### config.mk
export PLATFORM = sky130hd
export DESIGN_NAME = ram_arbiter_flat
export DESIGN_NICKNAME = d
export VERILOG_FILES = /design/src/rtl/ram_arbiter_pkg.sv /design/src/rtl/ram_arbiter_if.sv /design/src/rtl/ram_arb_rsp_slot.sv /design/src/rtl/ram_arbiter.sv /design/src/flat_wrapper.sv
export SDC_FILE = /design/constraint.sdc
export NUM_CORES = 1
export LEC_CHECK = 0
export BUFFER_PORTS_ARGS = -buffer_cell sky130_fd_sc_hd__buf_2
export CORE_AREA = 2 2 119 121
export DETAILED_ROUTE_END_ITERATION = 10
export DIE_AREA = 0 0 121 123
export PLACE_DENSITY_LB_ADDON = 0.08
export SYNTH_ARGS = -nofsm -noshare
export SYNTH_HDL_FRONTEND = slang
export SYNTH_HIERARCHICAL = 1
export SYNTH_SLANG_ARGS = --single-unit
export TNS_END_PERCENT = 20
### constraint.sdc
create_clock -name clk_i -period 2 [get_ports clk_i]
set_input_delay 0.2 -clock clk_i [delete_from_list [all_inputs] [get_ports clk_i]]
set_output_delay 0.2 -clock clk_i [all_outputs]
set_load 0.01 [all_outputs]
### src/rtl/ram_arbiter_pkg.sv
// ram_arbiter shared definitions:
// bus widths, master indices, alignment helper.
`ifndef RAM_ARBITER_DEFS
`define RAM_ARBITER_DEFS
`define ADDR_WIDTH 32
`define DATA_WIDTH 32
`define ZERO '0
`endif

package ram_arbiter_pkg;
  localparam logic M_IFU = 1'b0;
  localparam logic M_LSU = 1'b1;

  function automatic logic misaligned(
    input logic [1:0] lsb
  );
    return lsb != 2'b00;
  endfunction
endpackage

### src/rtl/ram_arbiter_if.sv
// Per-master request/response bus:
// req/gnt request plus valid/ready response.
interface ram_arbiter_if #(
  parameter int ADDR_W = `ADDR_WIDTH,
  parameter int DATA_W = `DATA_WIDTH
);
  logic              req_i;
  logic              we_i;
  logic [ADDR_W-1:0] addr_i;
  logic [DATA_W-1:0] wdata_i;
  logic              gnt_o;
  logic              rsp_valid_o;
  logic [DATA_W-1:0] rsp_data_o;
  logic              rsp_err_o;
  logic              rsp_ready_i;

  modport master (
    output req_i, we_i, addr_i, wdata_i,
    output rsp_ready_i,
    input  gnt_o, rsp_valid_o,
    input  rsp_data_o, rsp_err_o
  );

  modport slave (
    input  req_i, we_i, addr_i, wdata_i,
    input  rsp_ready_i,
    output gnt_o, rsp_valid_o,
    output rsp_data_o, rsp_err_o
  );
endinterface

### src/rtl/ram_arb_rsp_slot.sv
// One-deep response register per master:
// holds until ready, replaced on a new transfer.
module ram_arb_rsp_slot
  import ram_arbiter_pkg::*;
#(
  parameter int DATA_W = `DATA_WIDTH
) (
  input  logic              clk_i,
  input  logic              rst_i,
  input  logic              i_xfer,
  input  logic              i_rd,
  input  logic              i_err,
  input  logic [DATA_W-1:0] i_rdata,
  input  logic              i_ready,
  output logic              o_valid,
  output logic [DATA_W-1:0] o_data,
  output logic              o_err
);
  logic              r_valid;
  logic [DATA_W-1:0] r_data;
  logic              r_err;

  always_ff @(posedge clk_i or posedge rst_i) begin
    if (rst_i) begin
      r_valid <= 1'b0;
      r_data  <= `ZERO;
      r_err   <= 1'b0;
    end else if (i_xfer) begin
      r_valid <= 1'b1;
      r_data  <= i_rd ? i_rdata : `ZERO;
      r_err   <= i_err;
    end else if (i_ready && r_valid) begin
      r_valid <= 1'b0;
    end
  end

  assign o_valid = r_valid;
  assign o_data  = r_data;
  assign o_err   = r_err;
endmodule

### src/rtl/ram_arbiter.sv
// Round-robin share of the data RAM
// between instruction fetch and LSU.
module ram_arbiter
  import ram_arbiter_pkg::*;
#(
  parameter int ADDR_W = `ADDR_WIDTH,
  parameter int DATA_W = `DATA_WIDTH
) (
  input  logic              clk_i,
  input  logic              rst_i,
  ram_arbiter_if.slave      m0,
  ram_arbiter_if.slave      m1,
  output logic              ram_we_o,
  output logic [ADDR_W-1:0] ram_addr_o,
  output logic [DATA_W-1:0] ram_wdata_o,
  input  logic [DATA_W-1:0] ram_rdata_i
);
  logic r_ptr;
  logic w_el0, w_el1;
  logic w_gnt0, w_gnt1;
  logic w_mis0, w_mis1;

  assign w_mis0 = misaligned(m0.addr_i[1:0]);
  assign w_mis1 = misaligned(m1.addr_i[1:0]);

  // a master whose response leaves this cycle may re-issue
  assign w_el0 = m0.req_i &
    (~m0.rsp_valid_o | m0.rsp_ready_i);
  assign w_el1 = m1.req_i &
    (~m1.rsp_valid_o | m1.rsp_ready_i);

  assign w_gnt0 = ~rst_i & w_el0 &
    (~w_el1 | (r_ptr == M_IFU));
  assign w_gnt1 = ~rst_i & w_el1 &
    (~w_el0 | (r_ptr == M_LSU));

  assign m0.gnt_o = w_gnt0;
  assign m1.gnt_o = w_gnt1;

  always_ff @(posedge clk_i or posedge rst_i) begin
    if (rst_i)       r_ptr <= M_IFU;
    else if (w_gnt0) r_ptr <= M_LSU;
    else if (w_gnt1) r_ptr <= M_IFU;
  end

  always_comb begin
    ram_addr_o  = m0.addr_i;
    ram_wdata_o = m0.wdata_i;
    ram_we_o    = 1'b0;
    unique case (1'b1)
      w_gnt1: begin
        ram_addr_o  = m1.addr_i;
        ram_wdata_o = m1.wdata_i;
        ram_we_o    = m1.we_i & ~w_mis1;
      end
      w_gnt0: begin
        ram_we_o    = m0.we_i & ~w_mis0;
      end
      default: ;
    endcase
  end

  ram_arb_rsp_slot #(.DATA_W(DATA_W)) u_slot0 (
    .clk_i   (clk_i),
    .rst_i   (rst_i),
    .i_xfer  (w_gnt0),
    .i_rd    (~m0.we_i & ~w_mis0),
    .i_err   (w_mis0),
    .i_rdata (ram_rdata_i),
    .i_ready (m0.rsp_ready_i),
    .o_valid (m0.rsp_valid_o),
    .o_data  (m0.rsp_data_o),
    .o_err   (m0.rsp_err_o)
  );

  ram_arb_rsp_slot #(.DATA_W(DATA_W)) u_slot1 (
    .clk_i   (clk_i),
    .rst_i   (rst_i),
    .i_xfer  (w_gnt1),
    .i_rd    (~m1.we_i & ~w_mis1),
    .i_err   (w_mis1),
    .i_rdata (ram_rdata_i),
    .i_ready (m1.rsp_ready_i),
    .o_valid (m1.rsp_valid_o),
    .o_data  (m1.rsp_data_o),
    .o_err   (m1.rsp_err_o)
  );
endmodule
### src/flat_wrapper.sv
// flat-port wrapper written by rule: the top's interface ports become plain ports
module ram_arbiter_flat import ram_arbiter_pkg::*;
#(
  parameter int ADDR_W = `ADDR_WIDTH,
  parameter int DATA_W = `DATA_WIDTH
)
  (clk_i, rst_i, ram_we_o, ram_addr_o, ram_wdata_o, ram_rdata_i, m0_req_i, m0_we_i, m0_addr_i, m0_wdata_i, m0_rsp_ready_i, m0_gnt_o, m0_rsp_valid_o, m0_rsp_data_o, m0_rsp_err_o, m1_req_i, m1_we_i, m1_addr_i, m1_wdata_i, m1_rsp_ready_i, m1_gnt_o, m1_rsp_valid_o, m1_rsp_data_o, m1_rsp_err_o);
  ram_arbiter_if #(.ADDR_W(ADDR_W), .DATA_W(DATA_W)) m0_i ();
  ram_arbiter_if #(.ADDR_W(ADDR_W), .DATA_W(DATA_W)) m1_i ();
  input  logic clk_i;
  input  logic rst_i;
  output logic ram_we_o;
  output logic [ADDR_W-1:0] ram_addr_o;
  output logic [DATA_W-1:0] ram_wdata_o;
  input  logic [DATA_W-1:0] ram_rdata_i;
  input wire logic [$bits(m0_i.req_i)-1:0] m0_req_i;
  input wire logic [$bits(m0_i.we_i)-1:0] m0_we_i;
  input wire logic [$bits(m0_i.addr_i)-1:0] m0_addr_i;
  input wire logic [$bits(m0_i.wdata_i)-1:0] m0_wdata_i;
  input wire logic [$bits(m0_i.rsp_ready_i)-1:0] m0_rsp_ready_i;
  output wire logic [$bits(m0_i.gnt_o)-1:0] m0_gnt_o;
  output wire logic [$bits(m0_i.rsp_valid_o)-1:0] m0_rsp_valid_o;
  output wire logic [$bits(m0_i.rsp_data_o)-1:0] m0_rsp_data_o;
  output wire logic [$bits(m0_i.rsp_err_o)-1:0] m0_rsp_err_o;
  input wire logic [$bits(m1_i.req_i)-1:0] m1_req_i;
  input wire logic [$bits(m1_i.we_i)-1:0] m1_we_i;
  input wire logic [$bits(m1_i.addr_i)-1:0] m1_addr_i;
  input wire logic [$bits(m1_i.wdata_i)-1:0] m1_wdata_i;
  input wire logic [$bits(m1_i.rsp_ready_i)-1:0] m1_rsp_ready_i;
  output wire logic [$bits(m1_i.gnt_o)-1:0] m1_gnt_o;
  output wire logic [$bits(m1_i.rsp_valid_o)-1:0] m1_rsp_valid_o;
  output wire logic [$bits(m1_i.rsp_data_o)-1:0] m1_rsp_data_o;
  output wire logic [$bits(m1_i.rsp_err_o)-1:0] m1_rsp_err_o;
  assign m0_i.req_i = m0_req_i;
  assign m0_i.we_i = m0_we_i;
  assign m0_i.addr_i = m0_addr_i;
  assign m0_i.wdata_i = m0_wdata_i;
  assign m0_i.rsp_ready_i = m0_rsp_ready_i;
  assign m0_gnt_o = m0_i.gnt_o;
  assign m0_rsp_valid_o = m0_i.rsp_valid_o;
  assign m0_rsp_data_o = m0_i.rsp_data_o;
  assign m0_rsp_err_o = m0_i.rsp_err_o;
  assign m1_i.req_i = m1_req_i;
  assign m1_i.we_i = m1_we_i;
  assign m1_i.addr_i = m1_addr_i;
  assign m1_i.wdata_i = m1_wdata_i;
  assign m1_i.rsp_ready_i = m1_rsp_ready_i;
  assign m1_gnt_o = m1_i.gnt_o;
  assign m1_rsp_valid_o = m1_i.rsp_valid_o;
  assign m1_rsp_data_o = m1_i.rsp_data_o;
  assign m1_rsp_err_o = m1_i.rsp_err_o;
  ram_arbiter #(.ADDR_W(ADDR_W), .DATA_W(DATA_W)) u_core (.clk_i(clk_i), .rst_i(rst_i), .m0(m0_i), .m1(m1_i), .ram_we_o(ram_we_o), .ram_addr_o(ram_addr_o), .ram_wdata_o(ram_wdata_o), .ram_rdata_i(ram_rdata_i));
endmodule
==> flow_metrics.tcl <==
set metrics [dict create \
    fp.dieW_microns 121 \
    vias 3406 \
    crit_required_ps 1800 \
    hold_violations 0 \
    drtAntennaViolNets 0 \
    timing.final.max_slew_violations 0 \
    pwr-share-comb_pct 28.8 \
    num_rows 43 \
    cp_cell_sequence "inv_1 -> o21ai_2 -> o21ai_4 -> buf_12 -> clkbuf_16 -> mux2_4 -> buf_6" \
    async_reset_ff_share_pct 100.0 \
    p_leak_nw 3.616 \
    end_kind "output port" \
    final_area_sq_mm 0.006270 \
    track_usage_pct 18.02 \
    min_period_over_period_pct 101.1 \
    placedCellCount 727 \
    synth-main-ff-cell "dfrtp_1" \
    vias_per_cell 4.517 \
    swShare_pct 25.95 \
    placed_area_sq_mm 0.005324 \
    finalWorstSetupSlack_ps -21.91 \
    place_congestion 0.7722 \
    insertion_delay_ps 320 \
    crit_path_top_delay_cell "dfrtp_1" \
    criticalPathCategory "flop to output port" \
    cts_sinks 69 \
    p_switching_w 0.001176 \
    ioPinCount 303 \
    rsz0062_at_grt "yes" \
    wl_per_cell_microns 18.81 \
    syn2layout_area_growth_pct 75.52 \
    dr.pass1.iters 4 \
    cp.buffers_inverters 4 \
    drive_gt1_share_pct 72.13 \
    final_nets 738 \
    antenna_found_initial 0 \
    diodes 0 \
    grt_start_max_net_pins 34 \
    syn-cell-area_sq_mm 0.003572 \
    synth-edff-count 0 \
    portBuffers 302 \
    final_cells 754 \
    dieArea_sq_mm 0.01488 \
    wl_mm 14.19 \
    fin_skew_ps 9.194 \
    period_needed_ps 2022 \
    fillers 1272 \
    grt_overflow 0 \
    h-tree-depth 3 \
    cap_violations 0 \
    p_clk_share_pct 36.6 \
    worstSetupStartpointType "flop" \
    power_density_mw_per_mm2 722.9 \
    setup_viol 19 \
    worst_pin_slew_ps 397.0 \
    synth_nets 419 \
    internal_power_w 0.003356 \
    die_y_microns 123 \
    clockBufferDepth 2 \
    drtIter0Drc 61 \
    yosysTopAreaCell "dfrtp_1" \
    violations "negative setup slack" \
    grt_pass1_vias 3626 \
    worst_path_largest_cell_delay_ps 380 \
    drc 0 \
    max_freq_mhz 494.6 \
    dp_hpwl_mm 10.48 \
    grt_pass1_wl_mm 20.36 \
    worstPathMaxFanout 8 \
    path_clk_slew_ps 50 \
    synthTopCellsByArea "dfrtp_1 48%, mux2_4 21%, a22o_1 16%" \
    synthCells 251 \
    root_buffer "clkbuf_16" \
    avgSynthCellArea_sq_um 14.23 \
    synth.top_cell.area_share_pct 48.34 \
    yosysMostFrequentCell "dfrtp_1" \
    core_area_sq_mm 0.01361 \
    start_util_pct 26.24 \
    critical-path-top-delay-family "buffers and inverters" \
    final_core_util_pct 46.06 \
    yosysWarnings 6 \
    ys_seq_area_share_pct 48.34 \
    regToRegSetupSlack_ps 210 \
    status "complete, but fails checks" \
    hp-class "input port to flop" \
    post-place-ws_ps 181.5 \
    ir_worst_vdd_mv 0.3993 \
    cts_tree "built" \
    ys_top_cells_by_count "69 x dfrtp_1, 64 x a22o_1, 50 x mux2_4" \
    max-slew-margin-rel_pct 73.54 \
    cp.arrival_ps 1820 \
    synth-seq-cells 69 \
    cts_buffers 9 \
    power_frac_seq_pct 34.6 \
    synthDistinctLibCells 20 \
]
==> path summary, 6_finish.rpt <==
check | start | end | depth (start not counted)
min | m0_rsp_ready_i | u_core/u_slot0/o_valid | 2
max reg2reg | u_core/u_slot0/o_valid | u_core/u_slot1/o_data[14] | 10
max | u_core/u_slot0/o_valid | ram_addr_o[22] | 7
max in group asynchronous | rst_i | u_core/u_slot1/o_data[7] | 4
min reg2reg | u_core/u_slot1/o_data[10] | u_core/u_slot1/o_data[10] | 1
min in group asynchronous | rst_i | u_core/r_ptr | 3
==> flip-flops by register name, summed over array words and instances (netlist names) <==
name / cells
u_core/u_slot1/o_data: 32
u_core/u_slot1/o_valid: 1
u_core/u_slot0/o_err: 1
u_core/u_slot1/o_err: 1
u_core/r_ptr: 1
u_core/u_slot0/o_data: 32
u_core/u_slot0/o_valid: 1
==> area by class of cell <==
| cell class | count | area [sq um] | area share (%) |
|---|---|---|---|
| timing repair buffer | 329 | 2282 | 36.40 |
| sequential | 69 | 1727 | 27.54 |
| multi-input combinational | 150 | 1685 | 26.88 |
| clock buffer | 11 | 232.7 | 3.712 |
| tap | 180 | 225.2 | 3.592 |
| clock inverter | 4 | 73.82 | 1.177 |
| inverter | 11 | 43.79 | 0.6985 |
==> kinds of logic (layout without fill, tap and decap cells) <==
kind of cell	Yosys count	after routing	synth area share (%)
AOI/OAI and AO/OA	70	70	16.78
buffers and inverters	32	355	6.550
DFF	69	69	48.34
muxes	66	66	26.06
and+or+nand+nor	14	14	2.277
==> timing repair <==
| item | 4_1_cts | 5_1_grt |
|---|---|---|
| gates resized for setup | 69 | 12 |
| hold buffers | 1 | 0 |
| setup buffers | 5 | 1 |
| endpoints found under the hold margin | 19 | 0 |
| cloned | 3 | 2 |
| pin swaps | 3 | 1 |
| endpoints found under the setup margin | 44 | 65 |
==> routing by layer <==
metal	wire length [microns]	up-vias	GRT usage (%)
met5	0	-	0
met4	135	0	4.070
met3	1093	12	5.120
met2	7116	158	31.67
met1	5841	1651	21.90
li1	-	1585	-
==> per-stage QoR <==
step	TNS [ps]	hold WS [ps]	power, W
detailed placement	0	106.5	0.002662
floorplan	0	-71.29	0.002141
finish	-198.7	103.6	0.004532
global placement	0	108.1	0.002654
global route	-3633	100.1	0.004740
CTS	-1424	93.62	0.004547
==> power groups by stage <==
stage	sequential, W	combinational, W	clock (W)
floorplan	0.00164	0.000505	0
global placement	0.00159	0.00106	0
detailed placement	0.00159	0.00107	0
CTS	0.00157	0.00128	0.00170
global route	0.00158	0.00139	0.00177
finish	0.00157	0.00131	0.00166
==> layout by cell type, fill, tap and decap left out, types with 2 or more instances in the layout <==
cell type / instances
a22o_1: 64
and2_1: 2
buf_12: 9
buf_16: 3
buf_2: 246
buf_4: 10
buf_6: 58
bufinv_16: 2
clkbuf_1: 2
clkbuf_16: 11
dfrtp_1: 69
inv_1: 10
mux2_2: 2
mux2_4: 64
nor2_1: 5
o21ai_0: 3
Note: power is estimated with default switching activity, not from simulation.
